`config.mk`:
```
export PLATFORM = sky130hd
export DESIGN_NAME = recirc_activation_ctrl_flat
export DESIGN_NICKNAME = d
export VERILOG_FILES = /design/src/rtl/recirc_activation_ctrl_if.sv /design/src/rtl/recirc_activation_ctrl.sv /design/src/flat_wrapper.sv
export SDC_FILE = /design/constraint.sdc
export NUM_CORES = 1
export LEC_CHECK = 0
export BUFFER_PORTS_ARGS = -buffer_cell sky130_fd_sc_hd__buf_2
export CAP_MARGIN = 20
export CORE_UTILIZATION = 50
export CTS_BUF_LIST = sky130_fd_sc_hd__clkbuf_8
export DETAILED_ROUTE_END_ITERATION = 6
export PLACE_DENSITY_LB_ADDON = 0.15
export SLEW_MARGIN = 40
export SYNTH_ARGS = -nofsm -noshare
export SYNTH_HDL_FRONTEND = slang
export SYNTH_SLANG_ARGS = --single-unit
```
`constraint.sdc`:
```
create_clock -name clk_2f -period 3 [get_ports clk_2f]
set_input_delay 0.45 -clock clk_2f [delete_from_list [all_inputs] [get_ports clk_2f]]
set_output_delay 0.45 -clock clk_2f [all_outputs]
set_load 0.01 [all_outputs]
```
`src/rtl/recirc_activation_ctrl_if.sv`:
```
// Word stream, enable and status bundle between the stream source and the activation controller.
interface recirc_activation_ctrl_if #(
  parameter int WIDTH = 32
);
  logic             enable;
  logic [WIDTH-1:0] data_input;
  logic             valid;
  logic             active;
  logic [1:0]       state;
  logic [3:0]       idle_count;
  logic             lock_lost;

  modport master (
    output enable, data_input, valid,
    input  active, state, idle_count, lock_lost
  );

  modport slave (
    input  enable, data_input, valid,
    output active, state, idle_count, lock_lost
  );
endinterface

```
`src/rtl/recirc_activation_ctrl.sv`:
```
// Link-activation controller: goes ACTIVE after LOCK_COUNT idle words, back to SEARCH after LOSS_COUNT valid gaps.
// All outputs registered; a decision on the sampled inputs is visible right after that edge.
module recirc_activation_ctrl #(
  parameter int              WIDTH      = 32,
  parameter logic [WIDTH-1:0] IDLE_WORD = 32'hBCBCBCBC,
  parameter int              LOCK_COUNT = 4,
  parameter int              LOSS_COUNT = 2
) (
  input  logic                        clk_2f,
  input  logic                        reset,
  recirc_activation_ctrl_if.slave     bus
);

  typedef enum logic [1:0] {
    IDLE   = 2'b00,
    SEARCH = 2'b01,
    ACTIVE = 2'b10,
    BAD    = 2'b11
  } state_t;

  localparam logic [3:0] LOCK_C = 4'(LOCK_COUNT);
  localparam logic [3:0] LOSS_C = 4'(LOSS_COUNT);

  state_t     r_state;
  logic       r_active;
  logic [3:0] r_idle_cnt;
  logic [3:0] r_loss_cnt;
  logic       r_lock_lost;

  logic [3:0] w_idle_inc;
  logic [3:0] w_loss_inc;
  logic       w_is_idle;

  assign w_idle_inc = r_idle_cnt + 4'd1;
  assign w_loss_inc = r_loss_cnt + 4'd1;
  assign w_is_idle  = (bus.data_input == IDLE_WORD);

  always_ff @(posedge clk_2f) begin
    if (!reset) begin
      r_state     <= IDLE;
      r_active    <= 1'b0;
      r_idle_cnt  <= 4'd0;
      r_loss_cnt  <= 4'd0;
      r_lock_lost <= 1'b0;
    end else begin
      r_lock_lost <= 1'b0;
      // Disable is a deliberate stop, so it pre-empts lock/loss and never pulses lock_lost.
      if (!bus.enable) begin
        r_state    <= IDLE;
        r_active   <= 1'b0;
        r_idle_cnt <= 4'd0;
        r_loss_cnt <= 4'd0;
      end else begin
        case (r_state)
          IDLE: begin
            r_state    <= SEARCH;
            r_active   <= 1'b0;
            r_idle_cnt <= 4'd0;
            r_loss_cnt <= 4'd0;
          end
          SEARCH: begin
            r_active <= 1'b0;
            if (bus.valid) begin
              if (!w_is_idle) begin
                r_idle_cnt <= 4'd0;
              end else if (w_idle_inc == LOCK_C) begin
                r_state    <= ACTIVE;
                r_active   <= 1'b1;
                r_idle_cnt <= 4'd0;
                r_loss_cnt <= 4'd0;
              end else begin
                r_idle_cnt <= w_idle_inc;
              end
            end
          end
          ACTIVE: begin
            r_active <= 1'b1;
            if (bus.valid) begin
              r_loss_cnt <= 4'd0;
            end else if (w_loss_inc == LOSS_C) begin
              r_state     <= SEARCH;
              r_active    <= 1'b0;
              r_lock_lost <= 1'b1;
              r_idle_cnt  <= 4'd0;
              r_loss_cnt  <= 4'd0;
            end else begin
              r_loss_cnt <= w_loss_inc;
            end
          end
          default: begin
            r_state    <= IDLE;
            r_active   <= 1'b0;
            r_idle_cnt <= 4'd0;
            r_loss_cnt <= 4'd0;
          end
        endcase
      end
    end
  end

  assign bus.active     = r_active;
  assign bus.state      = r_state;
  assign bus.idle_count = r_idle_cnt;
  assign bus.lock_lost  = r_lock_lost;

endmodule

```
`src/flat_wrapper.sv`:
```
// flat-port wrapper written by rule: the top's interface ports become plain ports
module recirc_activation_ctrl_flat 
#(
  parameter int              WIDTH      = 32,
  parameter logic [WIDTH-1:0] IDLE_WORD = 32'hBCBCBCBC,
  parameter int              LOCK_COUNT = 4,
  parameter int              LOSS_COUNT = 2
)
  (clk_2f, reset, bus_enable, bus_data_input, bus_valid, bus_active, bus_state, bus_idle_count, bus_lock_lost);
  recirc_activation_ctrl_if #(.WIDTH(WIDTH)) bus_i ();
  input  logic clk_2f;
  input  logic reset;
  input wire logic [$bits(bus_i.enable)-1:0] bus_enable;
  input wire logic [$bits(bus_i.data_input)-1:0] bus_data_input;
  input wire logic [$bits(bus_i.valid)-1:0] bus_valid;
  output wire logic [$bits(bus_i.active)-1:0] bus_active;
  output wire logic [$bits(bus_i.state)-1:0] bus_state;
  output wire logic [$bits(bus_i.idle_count)-1:0] bus_idle_count;
  output wire logic [$bits(bus_i.lock_lost)-1:0] bus_lock_lost;
  assign bus_i.enable = bus_enable;
  assign bus_i.data_input = bus_data_input;
  assign bus_i.valid = bus_valid;
  assign bus_active = bus_i.active;
  assign bus_state = bus_i.state;
  assign bus_idle_count = bus_i.idle_count;
  assign bus_lock_lost = bus_i.lock_lost;
  recirc_activation_ctrl #(.WIDTH(WIDTH), .IDLE_WORD(IDLE_WORD), .LOCK_COUNT(LOCK_COUNT), .LOSS_COUNT(LOSS_COUNT)) u_core (.clk_2f(clk_2f), .reset(reset), .bus(bus_i));
endmodule
```
Word-level counts from Yosys, hierarchy flattened
Index checks and enable logic that the tools add are counted.

cells by class
  multipliers = 0
  shift-type cells = 0
  add/subtract/negate cells = 2
  reductions and logical operators = 6
  divide/modulo/power cells = 0
  multiplexer cells = 25
  magnitude comparators = 0
  bitwise operators = 3
  equal/unequal tests = 10

operators by type and width
  operator                number
  $mux W4                 10
  $eq A32 B32 Y1 const B  1
  $pmux W4 S2             2
  $mux W2                 5
  $add A4 B1 Y4 const B   2
  $mux W1                 6
  $ne A2 B1 Y1 const B    3
  $pmux W2 S3             1
  $reduce_and A3 Y1       2
  $reduce_and A5 Y1       1
  $eq A4 B2 Y1 const B    1
  $eq A4 B3 Y1 const B    1
  $ne A2 B2 Y1 const B    2
  $reduce_or A4 Y1        1
  $not A1 Y1              3
  $eq A2 B1 Y1 const B    1
  $eq A2 B2 Y1 const B    1
  $logic_not A2 Y1        1
  $pmux W1 S2             1
  $reduce_and A2 Y1       1

storage, ports and cells
  memories kept = 0
  latch bits = 0
  input port bits = 36
  register bits = 12
  RAM bits = 0
  memory bits (read-only) = 0

Depth between registers and ports, before layout
  depth after elaboration = 6
  gate-level depth with buffers = 7

Worst setup path before layout
Ideal clock, no wire load.

  path kind = register -> register
  start point = reg u_core.r_loss_cnt[0]
  end point = reg u_core.r_idle_cnt[2] (netlist: u_core.bus.idle_count[2])
  buffers on the path = 0
  setup slack = 1.142 ns
  arrival time = 1.788 ns
  library setup time = 0.070 ns
  clock period less this slack = 1.858 ns
  data required time = 2.930 ns
  cell stages (with the launch flop) = 8
  cell sequence = dfxtp_1 ha_1 a21boi_2 a21oi_2 o211ai_2 o21ai_2 or4_1 a21oi_1

on the way
  longest elaborated chain between the ends = 4

RTL lines
  element                      RTL line                      text
  start, declared              recirc_activation_ctrl.sv:27  logic [3:0] r_loss_cnt;
  start signal, assigned       recirc_activation_ctrl.sv:87  r_loss_cnt <= w_loss_inc;
  $add A4 B1 Y4                recirc_activation_ctrl.sv:35  assign w_loss_inc = r_loss_cnt + 4'd1;
  $eq A4 B2 Y1                 recirc_activation_ctrl.sv:80  end else if (w_loss_inc == LOSS_C) begin
  $ne A2 B1 Y1 (no line)       -
  $reduce_and A3 Y1 (no line)  -
  end signal, assigned         recirc_activation_ctrl.sv:72  r_idle_cnt <= w_idle_inc;
  end, declared                recirc_activation_ctrl.sv:26  logic [3:0] r_idle_cnt;

Every way passes these cells.
A chain may end at the register's enable or synchronous reset.

Worst setup path after layout
Same ends and word-level chain as after synthesis.

==> summary.md <==
| Metric | Value |
|---|---|
| Endpoints failing hold | 0 |
| TritonCTS clock tree | built |
| Maxcap violations | 0 |
| Worst Skew | 10.1 ps |
| Primary FF master, synth | dfxtp_1 |
| Async SR Flop Fraction | 0 |
| GPL Wtd Cong | 0.903 |
| Height of the die | 44.3 um |
| Min Hold Slack | 495 ps |
| Crit Path Category | register to register |
| Core area | 1590 um2 |
| Number of diodes | 0 |
| R2R setup slack | 920 ps |
| Worst Setup End Kind | register |
| Clock root cell | clkbuf_8 |
| Cell depth of the worst hold path | 3 |
| Antenna violations before repair | 0 |
| Slew HR | 0.707 |
| Switching Power | 0.0000763 W |
| Clk_lat worst skew | 240 ps |
| Die width | 44.3 um |
| Post-CTS Setup Inserts | 0 |
| Antenna Nets Post-Route | 0 |
| Post-synth EDFFs | 0 |
| Clk sinks | 12 |
| Overflow after GRT | 0 |
| Leak pwr | 0.522 nW |
| Hold/Removal Path Class | input port to register |
| Post-DR vias/cell | 5.70 |
| Post-Syn Instances | 111 |
| Reg2reg start | u_core.r_loss_cnt[0]$_SDFFE_PN0P_ |
| Syn_area_per_cell | 8.06 um2 |
| Mapped cell area | 895 um2 |
| Final Cycle Share | 0.694 |
| Count of warnings emitted by yosys | 0 |
| RSZ-0062 raised after global routing | no |
| Clk pwr share | 0.415 |
| Hold path startpoint | reset |
| Crit path DAT | 2250 ps |
| DP Area | 1130 um2 |
| Tmin final | 2080 ps |
| Final Instance Area | 1170 um2 |
| Synthesized flop and latch total | 12 |
| Reg2reg end | u_core.bus.idle_count[2]$_SDFFE_PN0P_ |
| H-Tree Depth | 1 |
| Slew @ Worst Pin | 440 ps |
| Hold endpoint | u_core.bus.active$_SDFF_PN0_ |
| Status | finished clean |
| Worst endpoint required time | 3170 ps |
| R2R depth | 7 |
| Sequential Power Share | 0.462 |
| Slew Limit Fails | 0 |
| Via count | 1020 |
| Internal power | 0.000273 W |
| Area of the multi-input gates | 624 um2 |
| Initial DRC count | 13 |
| Most frequent cells in the layout | buf_2, nand2_1, dfxtp_1 |
| Worst vdd ir | 289 uV |
| Final TNS setup | 0 ps |
| DIE AREA | 1960 um2 |
| Register area share after synthesis | 0.269 |
| Worst-path maximum fanout | 7 |
| GRT Util Overall | 0.232 |
| DR pass1 iterations | 4 |
| Fin nets | 200 |
| Share of layout cells above drive strength 1 | 0.348 |
| Final Setup Violations | 0 |
| Element type at the critical path start | register |
| Max Clk Rate | 481 MHz |
| Synth unique cells | 40 |
| Wire per inst | 12.5 um |
| # IOs | 44 |
| DP HPWL | 1770 um |
| Most common cell after layout, fill and taps aside | buf_2 |
| Vias in the first global route | 911 |
| Post-synthesis net count | 154 |
| Switching Fraction | 0.219 |
| Largest net degree at the start of global routing | 14 |
| Seq. cell area | 240 um2 |
| PortBufs | 43 |
| CTS Buf Count | 3 |
| Fillers | 125 |
| Final WL | 2230 um |
| Clock Pin Slew Worst Setup and Hold Paths | 60 ps |
| Max Root-Sink Buffers | 2 |
| DRC Markers | 0 |
| Power per Cell Area | 297 nW/um2 |
| Post-CTS Hold Buffers | 0 |
| Rows | 14 |
| First-pass GRT wire length | 3480 um |
| Post-cts resize count | 0 |
| Gate power share | 0.123 |
| Area growth from synthesis to layout | 31.2% |
| Initial core utilization | 0.561 |
[worst max path at each step]
stage	startpoint	end	slack, ps	depth (start not counted)
floorplan	u_core.r_loss_cnt[0]$_SDFFE_PN0P_	u_core.bus.idle_count[2]$_SDFFE_PN0P_	1140	7
global placement	bus_data_input[24]	u_core.bus.state[0]$_SDFFE_PN0P_	980	7
detailed placement	u_core.r_loss_cnt[0]$_SDFFE_PN0P_	u_core.bus.idle_count[2]$_SDFFE_PN0P_	960	7
CTS	u_core.r_loss_cnt[0]$_SDFFE_PN0P_	u_core.bus.idle_count[2]$_SDFFE_PN0P_	940	7
global route	u_core.r_loss_cnt[0]$_SDFFE_PN0P_	u_core.bus.idle_count[2]$_SDFFE_PN0P_	750	7
finish	u_core.r_loss_cnt[0]$_SDFFE_PN0P_	u_core.bus.idle_count[2]$_SDFFE_PN0P_	920	7
[through the flow]
step                total power, W  instances  worst slack (ps)  utilization
floorplan                 0.000182        111              1140            -
global placement          0.000206        176               977        0.710
detailed placement        0.000207        176               956        0.710
CTS                       0.000349        179               943        0.736
global route              0.000358        179               755        0.736
finish                    0.000349        179               919        0.736
[synthesized netlist by cell type, drive strengths merged (2+ instances only)]
| cell | instances | share of area |
|---|---|---|
| nor2 | 7 | 0.029 |
| and4 | 2 | 0.020 |
| dfxtp | 12 | 0.27 |
| nand3 | 10 | 0.056 |
| nor2b | 2 | 0.014 |
| nor4bb | 2 | 0.022 |
| and4b | 5 | 0.056 |
| a21oi | 11 | 0.066 |
| ha | 7 | 0.098 |
| a21o | 2 | 0.017 |
| nand2 | 14 | 0.062 |
| nand4 | 3 | 0.021 |
| inv | 6 | 0.025 |
| o21ai | 2 | 0.015 |
| nor3 | 5 | 0.041 |
| clkbuf | 2 | 0.0084 |
| and4bb | 2 | 0.028 |
[cell families (layout without fill, tap and decap cells)]
kind of cell / after synthesis / after routing / synth area share
AOI/OAI and AO/OA: 26 / 26 / 0.207
adders and majority gates: 7 / 7 / 0.0979
buffers and inverters: 8 / 52 / 0.0336
DFF: 12 / 12 / 0.269
and+or+nand+nor: 58 / 58 / 0.393
[area by class of cell]
cell class / instances / share of cell area
clock buffers: 3 / 0.0352
flip-flops and latches: 12 / 0.205
well taps: 24 / 0.0256
inverters: 6 / 0.0192
multi-input cells: 91 / 0.532
repair buffers: 43 / 0.183
[worst max-delay path: stages, from the launching register on]
cell	delay [ps]
dfxtp_1	450
ha_1	310
a21boi_2	230
a21oi_2	90
o211ai_2	210
o21ai_2	110
or4_1	470
a21oi_1	150
[power by group through the flow]
stage / Sequential, W / Combinational [W] / Clock [W]
CTS: 0.000161 / 0.0000432 / 0.000144
global route: 0.000161 / 0.0000473 / 0.000150
floorplan: 0.000165 / 0.0000170 / 0
finish: 0.000161 / 0.0000428 / 0.000145
detailed placement: 0.000164 / 0.0000429 / 0
global placement: 0.000164 / 0.0000419 / 0
[per-layer routing]
metal	up-vias	wire, um	global-route usage
met5	-	0	0
met4	0	30	0.0727
met3	5	171	0.0286
met2	44	1080	0.453
met1	458	953	0.254
li1	513	-	-
[sequential cells by signal (all words and copies together), names as in the netlist]
name and cells:
u_core.bus.state 2, u_core.bus.idle_count 4, u_core.r_loss_cnt 4, u_core.bus.active 1
u_core.bus.lock_lost 1
Note: power is estimated with default switching activity, not from simulation.
